## config.mk

```make
export PLATFORM = sky130hd
export DESIGN_NAME = gt_rst_seq
export DESIGN_NICKNAME = d
export VERILOG_FILES = /design/src/rtl/gt_rst_seq.sv
export SDC_FILE = /design/constraint.sdc
export NUM_CORES = 1
export LEC_CHECK = 0
export CAP_MARGIN = 20
export CORE_MARGIN = 1
export CORE_UTILIZATION = 45
export CTS_CLUSTER_DIAMETER = 60
export CTS_CLUSTER_SIZE = 10
export DETAILED_ROUTE_END_ITERATION = 16
export GPL_ROUTABILITY_DRIVEN = 0
export GPL_TIMING_DRIVEN = 0
export PLACE_DENSITY = 0.69
export SLEW_MARGIN = 20
export SYNTH_ARGS = -nofsm -noshare
export SYNTH_HDL_FRONTEND = slang
export SYNTH_SLANG_ARGS = --single-unit
```

## constraint.sdc

```tcl
create_clock -name clk -period 2.3 [get_ports clk]
set_input_delay 0.46 -clock clk [delete_from_list [all_inputs] [get_ports clk]]
set_output_delay 0.46 -clock clk [all_outputs]
set_load 0.01 [all_outputs]
```

## src/rtl/gt_rst_seq.sv

```systemverilog
// Reset sequencer for one GTX direction: drives PLL/GT resets, waits for lock and
// reset-done, qualifies ready, and retries on timeout or lock loss up to a bounded budget.
module gt_rst_seq #(
  parameter int unsigned RST_CYCLES    = 16,
  parameter int unsigned LOCK_TIMEOUT  = 65536,
  parameter int unsigned DONE_TIMEOUT  = 65536,
  parameter int unsigned SETTLE_CYCLES = 256,
  parameter int unsigned MAX_RETRY     = 7,
  parameter int unsigned TIMER_W       = 24
) (
  input  logic       clk,
  input  logic       rst,
  input  logic       pll_lock_in,
  input  logic       reset_done_in,
  output logic       pll_reset,
  output logic       gt_reset,
  output logic       ready,
  output logic       fail,
  output logic [3:0] retry_cnt,
  output logic [2:0] state_out
);

  typedef enum logic [2:0] {
    S_RST       = 3'd0,
    S_WAIT_LOCK = 3'd1,
    S_WAIT_DONE = 3'd2,
    S_SETTLE    = 3'd3,
    S_READY     = 3'd4,
    S_FAIL      = 3'd5
  } state_t;

  localparam logic [TIMER_W-1:0] RST_LAST    = TIMER_W'(RST_CYCLES - 1);
  localparam logic [TIMER_W-1:0] LOCK_LAST   = TIMER_W'(LOCK_TIMEOUT - 1);
  localparam logic [TIMER_W-1:0] DONE_LAST   = TIMER_W'(DONE_TIMEOUT - 1);
  localparam logic [TIMER_W-1:0] SETTLE_LAST = TIMER_W'(SETTLE_CYCLES - 1);
  localparam logic [3:0]         RETRY_LAST  = 4'(MAX_RETRY - 1);
  localparam logic [3:0]         RETRY_MAX   = 4'(MAX_RETRY);

  state_t             state;
  state_t             state_nxt;
  logic [TIMER_W-1:0] timer;
  logic [3:0]         retry_nxt;
  logic               do_retry;
  logic               flags_ok;

  assign flags_ok = pll_lock_in && reset_done_in;

  always_comb begin
    state_nxt = state;
    do_retry  = 1'b0;
    case (state)
      S_RST: begin
        if (timer == RST_LAST) state_nxt = S_WAIT_LOCK;
      end
      S_WAIT_LOCK: begin
        if (pll_lock_in)             state_nxt = S_WAIT_DONE;
        else if (timer == LOCK_LAST) do_retry  = 1'b1;
      end
      S_WAIT_DONE: begin
        if (!pll_lock_in)            do_retry  = 1'b1;
        else if (reset_done_in)      state_nxt = S_SETTLE;
        else if (timer == DONE_LAST) do_retry  = 1'b1;
      end
      S_SETTLE: begin
        if (!flags_ok)                 do_retry  = 1'b1;
        else if (timer == SETTLE_LAST) state_nxt = S_READY;
      end
      S_READY: begin
        if (!flags_ok) do_retry = 1'b1;
      end
      S_FAIL:  state_nxt = S_FAIL;
      default: state_nxt = S_RST;
    endcase

    retry_nxt = retry_cnt;
    if (do_retry) begin
      if (retry_cnt == RETRY_LAST) begin
        state_nxt = S_FAIL;
        retry_nxt = RETRY_MAX;
      end else begin
        state_nxt = S_RST;
        retry_nxt = retry_cnt + 4'd1;
      end
    end else if (state_nxt == S_READY && state != S_READY) begin
      retry_nxt = '0;
    end
  end

  // Outputs are registered from the next state so they line up with the state
  // register and never glitch onto the GT reset pins.
  always_ff @(posedge clk) begin
    if (rst) begin
      state     <= S_RST;
      timer     <= '0;
      retry_cnt <= '0;
      pll_reset <= 1'b1;
      gt_reset  <= 1'b1;
      ready     <= 1'b0;
      fail      <= 1'b0;
      state_out <= '0;
    end else begin
      state     <= state_nxt;
      timer     <= (state_nxt != state) ? '0 : timer + TIMER_W'(1);
      retry_cnt <= retry_nxt;
      pll_reset <= (state_nxt == S_RST) || (state_nxt == S_FAIL);
      gt_reset  <= (state_nxt == S_RST) || (state_nxt == S_WAIT_LOCK) || (state_nxt == S_FAIL);
      ready     <= (state_nxt == S_READY);
      fail      <= (state_nxt == S_FAIL);
      state_out <= state_nxt;
    end
  end

endmodule

```

==> results of run 1 <==
-- cell usage in the layout, fill, tap and decap left out, drive strengths merged, types with 7 or more instances in the layout --
cell type	count
xnor2	11
clkdlybuf4s50	12
nor3	27
clkbuf	11
and3	8
a21oi	10
nand3	10
nand4	7
dfxtp	35
xor2	11
nand2	12
buf	11
-- registers in the layout, indices dropped and copies added (netlist names) --
signal     cells
ready          1
gt_reset       1
timer         24
pll_reset      1
fail           1
retry_cnt      4
state          3
-- area by class of cell --
type                       instances  area share [%]
clock buffer                       8            4.23
buffer                             9            2.48
tap                               50            2.64
inverter                           5           0.792
sequential                        35            30.2
timing repair buffer              18            7.03
multi-input combinational        156            52.6
-- what timing repair did --
action / in CTS / in global routing
gates resized for setup: 15 / 19
endpoints found under the hold margin: 0 / 0
setup endpoints to repair: 33 / 28
pin swaps: 3 / 5
setup buffers: 1 / 4
-- power breakdown --
part           total, mW  leakage, nW  switching (mW)  internal, mW
logic              0.195        0.497           0.106        0.0892
registers          0.647        0.288          0.0182         0.629
clock network      0.494       0.0515           0.221         0.273
total               1.34        0.836           0.345         0.991
-- worst register-to-register path: stages, from the launching register on --
cell     delay (ns)
dfxtp_4        0.37
ha_4           0.14
nand4_1        0.11
or4_4          0.54
nor3_4         0.33
nor2_2         0.10
or4b_1         0.48
a21oi_1        0.13
-- worst paths after layout --
check	from	to	slack, ns	cells after the start
hold / removal	timer[0]$_SDFF_PP0_	timer[0]$_SDFF_PP0_	0.46	1
setup reg to reg	timer[0]$_SDFF_PP0_	retry_cnt[3]$_SDFFE_PP0P_	0.02	7
setup / recovery	timer[0]$_SDFF_PP0_	retry_cnt[3]$_SDFFE_PP0P_	0.02	7
hold reg to reg	timer[0]$_SDFF_PP0_	timer[0]$_SDFF_PP0_	0.46	1
-- layer usage --
layer | share of wire, % | up-vias | wire (um)
li1 | - | 801 | -
met1 | 49 | 720 | 1890
met3 | 2.8 | 6 | 108
met4 | 1.7 | 0 | 65
met2 | 47 | 16 | 1820
met5 | 0 | - | 0
-- stage by stage --
stage | util, % | setup slack, ns
after floorplan | - | 0.0907
after global placement | 51.8 | -0.617
after detailed placement | 51.8 | -0.621
after CTS | 55.8 | 0.00531
after global routing | 58.8 | -0.0542
final | 58.8 | 0.0218
-- logic make-up after synthesis --
kind of cell / count (synthesis) / synth area share, %
buffers and inverters: 14 / 3.83
adder cells (fa/ha/maj): 3 / 1.98
XOR/XNOR: 22 / 11.2
flip-flops: 35 / 37.0
AO/OA/AOI/OAI: 26 / 9.85
multiplexers: 1 / 0.529
AND/OR/NAND/NOR: 104 / 35.6
==> results.json, run 1 <==
{
  "die_x_um": 66.9,
  "path_buf_inv": 0,
  "grt_pass1_wl_um": 6380,
  "synth_ff_type": "dfxtp_1",
  "grt_use_total_pct": 19.1,
  "regArea_um2": 716,
  "cp_top_family": "simple AND/OR/NAND/NOR gates",
  "dpl_cell_area_mm2": 0.00209,
  "die_area_mm2": 0.00447,
  "syn_avg_cell_area_um2": 9.23,
  "num_vias": 1543,
  "port_buffers": 13,
  "area_growth_pct": 25.1,
  "drv_cap": 0,
  "drt_first_pass_iters": 4,
  "arrival_ns": 2.50,
  "ys_ff_latch": 35,
  "p_leak_nw": 0.836,
  "cp_max_fo": 7,
  "max_slew_margin_pct": 67.5,
  "cp_slowest_cell": "or4_4",
  "clk_transition_reported_paths_ns": 0.07,
  "netlist.area_leader.share_pct": 37.0,
  "required_ns": 2.52,
  "hold_viol": 0,
  "synth_top_area_cell": "dfxtp_1",
  "initial_utilization_pct": 47.0,
  "grt_setup_unrepaired": "yes",
  "n_antenna_cell": 0,
  "ys_warn_count": 0,
  "cts_buffer_depth": 2,
  "viasPerCell": 5.49,
  "place_inst": 268,
  "drc": 0,
  "ys_types": 54,
  "grt_overflow": 0,
  "dpl.hpwl_um": 2670,
  "wl_um": 3880,
  "run_status": "complete, no violations",
  "yosysMostFrequentCell": "dfxtp_1",
  "filler_cell_count": 341,
  "antenna_left": 0,
  "fin_area_mm2": 0.00237,
  "layout_min_cycle_time_ns": 2.28,
  "drive_gt1_share_pct": 29.4,
  "grtUsageMet3_pct": 4.62,
  "skew_ns": 0.00349,
  "clock_latency_ns": 0.29,
  "peakVddDrop_v": 0.000320,
  "yosys-top-cells-area": "dfxtp_1, nor3_2, xor2_1",
  "worstMarginPinSlew_ns": 0.483,
  "netlist_instances": 205,
  "tritoncts": "done",
  "critPathCaptureType": "register",
  "postCtsHoldBufs": 0,
  "cts_buffers": 5,
  "setup_violations": 0,
  "grt_max_degree": 11,
  "p_total_mw": 1.34,
  "synth_edf_count": 0,
  "rows": 23,
  "hold_path.class": "reg2reg",
  "core_mm2": 0.00403,
  "synth_area_mm2": 0.00189,
  "critPathLaunchType": "register",
  "nNetsFinal": 237,
  "use_met1_pct": 24.6,
  "holdWs_ns": 0.459,
  "cts-htree-levels": 2,
  "top_usage_layer": "met2",
  "post-route-period-util_pct": 99.1,
  "cts.sinks": 35,
  "multi_input_area_mm2": 0.00125,
  "clock_tree.root_cell": "clkbuf_8",
  "synthTopCellsByCount": "dfxtp_1, nor3_1, nand2_1",
  "use_met2_pct": 30.1,
  "syn-num-nets": 212,
  "yosysSeqAreaShare_pct": 37.0,
  "clock.fmax_mhz": 439,
  "antenna_found_initial": 0,
  "io_pins": 15,
  "synthArstFlopShare_pct": 0,
  "crit_type": "reg2reg",
  "setup_tns_ns": 0,
  "power-per-cell-area_mw_per_mm2": 564,
  "cp_cell_sequence": "ha_4, nand4_1, or4_4, nor3_4, nor2_2, or4b_1, a21oi_1",
  "drtIter0Drc": 58,
  "dieHeight_um": 66.9,
  "slowest_delay_ns": 0.54,
  "wire_per_inst_um": 13.8,
  "fin_cells": 281,
  "slew_viol_final": 0,
  "grt_pass1_vias": 1397
}
Note: power is estimated with default switching activity, not from simulation.
==> run 2: changes to the inputs <==
--- a/config.mk
+++ b/config.mk
@@ -13,6 +13,7 @@
 export DETAILED_ROUTE_END_ITERATION = 16
 export GPL_ROUTABILITY_DRIVEN = 0
 export GPL_TIMING_DRIVEN = 0
+export HOLD_SLACK_MARGIN = 0.15
 export PLACE_DENSITY = 0.69
 export SLEW_MARGIN = 20
 export SYNTH_ARGS = -nofsm -noshare
==> results of run 2 <==
No change in the layout: final DEF, timing and power equal those of run 1.
==> run 3: changes to the inputs <==
--- a/config.mk
+++ b/config.mk
@@ -14,6 +14,7 @@
 export GPL_ROUTABILITY_DRIVEN = 0
 export GPL_TIMING_DRIVEN = 0
 export HOLD_SLACK_MARGIN = 0.15
+export MAX_ROUTING_LAYER = met4
 export PLACE_DENSITY = 0.69
 export SLEW_MARGIN = 20
 export SYNTH_ARGS = -nofsm -noshare
==> run 3 against run 2 <==
  * Clock skew about the same
  * Worst hold slack about the same
  * Sequential cell count unchanged
  * Worst setup slack better by 0.0010 ns
  * Clock-buffer cell count unchanged
  * Critical path depth unchanged
  * Die area unchanged
  * Clock power about the same
  * Via count down 0.45%
  * Sequential share of layout area unchanged
  * Core utilization unchanged
  * Largest power group unchanged
==> results.json, run 3 (same netlist as run 1, synthesis figures left out) <==
{
  "run_status": "complete, no violations",
  "grt_pass1_wl_um": 6380,
  "wire_per_inst_um": 13.8,
  "p_sw_mw": 0.345,
  "hold_path.class": "reg2reg",
  "critPathCaptureType": "register",
  "drt_first_pass_iters": 4,
  "reg2reg_setup_slack_ns": 0.02,
  "area_growth_pct": 25.1,
  "port_buffers": 13,
  "initial_utilization_pct": 47.0,
  "cts_buffers": 5,
  "fin_area_mm2": 0.00237,
  "drtIter0Drc": 60,
  "die_area_mm2": 0.00447,
  "peakVddDrop_v": 0.000320,
  "seq_power_share_pct": 48.4,
  "n_antenna_cell": 0,
  "cp_top_family": "simple AND/OR/NAND/NOR gates",
  "num_vias": 1536,
  "p_leak_nw": 0.836,
  "p_int_mw": 0.991,
  "grt_use_total_pct": 19.6,
  "layout_commonest_cell": "dfxtp_1",
  "cp_cell_sequence": "ha_4, nand4_1, or4_4, nor3_4, nor2_2, or4b_1, a21oi_1",
  "drive_gt1_share_pct": 29.4,
  "cp_max_fo": 7,
  "viasPerCell": 5.47,
  "largest_reg_flops": 24,
  "max_slew_margin_pct": 67.4,
  "worst_slack_ns": 0.0229,
  "postCtsHoldBufs": 0,
  "reg.largest.list": "timer (24), retry_cnt (4), state (3)",
  "top_register": "timer",
  "antenna_left": 0,
  "p_total_mw": 1.34,
  "dpl_cell_area_mm2": 0.00209,
  "crit_type": "reg2reg",
  "clock_tree.root_cell": "clkbuf_8",
  "cts.sinks": 35,
  "cts_buffer_depth": 2,
  "hold_viol": 0,
  "tritoncts": "done",
  "cts-htree-levels": 2,
  "critPathLaunchType": "register",
  "post-route-period-util_pct": 99.0,
  "rows": 23,
  "antenna_found_initial": 0,
  "final_cell_mix": "dfxtp_1, nor3_1, clkdlybuf4s50_1",
  "power-per-cell-area_mw_per_mm2": 564,
  "grt_max_degree": 11,
  "slew_viol_final": 0,
  "grt_overflow": 0,
  "nNetsFinal": 237,
  "die_x_um": 66.9,
  "skew_ns": 0.00341,
  "io_pins": 15,
  "required_ns": 2.52,
  "core_mm2": 0.00403,
  "filler_cell_count": 341,
  "dpl.hpwl_um": 2670,
  "drc": 0,
  "slowest_delay_ns": 0.54,
  "clockPowerShare_pct": 37.0,
  "place_ws_ns": -0.621,
  "grt_setup_unrepaired": "yes",
  "worstMarginPinSlew_ns": 0.485,
  "cp_slowest_cell": "or4_4",
  "grt_pass1_vias": 1400,
  "comb_power_share_pct": 14.6,
  "clock.fmax_mhz": 439,
  "path_buf_inv": 0,
  "setup_violations": 0,
  "clock_latency_ns": 0.29,
  "switching_share_pct": 25.8,
  "drv_cap": 0,
  "clk_transition_reported_paths_ns": 0.07,
  "wl_um": 3890,
  "setup_tns_ns": 0,
  "dieHeight_um": 66.9,
  "layout_min_cycle_time_ns": 2.28,
  "arrival_ns": 2.50
}
==> run 3: cell counts in the layout (fill, tap and decap cells not counted) <==
Identical to the previous run, type by type.
==> run 3: power groups by stage <==
stage	clock network, mW	registers, mW	logic (mW)
detailed placement	0	0.655	0.172
floorplan	0	0.658	0.116
finish	0.494	0.647	0.195
global route	0.529	0.649	0.216
global placement	0	0.655	0.171
CTS	0.503	0.643	0.180
==> run 3: worst paths after layout <==
path,startpoint,to,depth (start not counted)
max,timer[0]$_SDFF_PP0_,retry_cnt[3]$_SDFFE_PP0P_,7
min,timer[0]$_SDFF_PP0_,timer[0]$_SDFF_PP0_,1
max reg2reg,timer[0]$_SDFF_PP0_,retry_cnt[3]$_SDFFE_PP0P_,7
min reg2reg,timer[0]$_SDFF_PP0_,timer[0]$_SDFF_PP0_,1
==> run 3: metal layers <==
| metal | GRT usage [%] | vias up | share of wire [%] |
|---|---|---|---|
| met5 | - | - | 0 |
| met2 | 30.2 | 13 | 47 |
| li1 | - | 798 | - |
| met1 | 24.5 | 719 | 49 |
| met3 | 4.62 | 6 | 2.5 |
| met4 | 7.98 | 0 | 1.7 |
==> run 3: cell type report <==
cell class	instances	area, um^2	area share (%)
plain buffers	9	58.8	2.48
clock buffers	8	100	4.23
inverters	5	18.8	0.792
multi-input cells	156	1250	52.6
flip-flops and latches	35	716	30.2
well taps	50	62.6	2.64
repair buffers	18	166	7.03
==> run 3: what timing repair did <==
item	4_1_cts	5_1_grt
pin swaps	3	5
endpoints found under the setup margin	33	28
gates resized for setup	15	19
setup buffers	1	4
==> run 3: metrics by stage <==
step	hold slack (ns)	util [%]	instances
floorplan	0.452	-	205
global placement	0.488	51.8	268
detailed placement	0.493	51.8	268
CTS	0.455	55.8	277
global route	0.474	58.8	281
finish	0.458	58.8	281
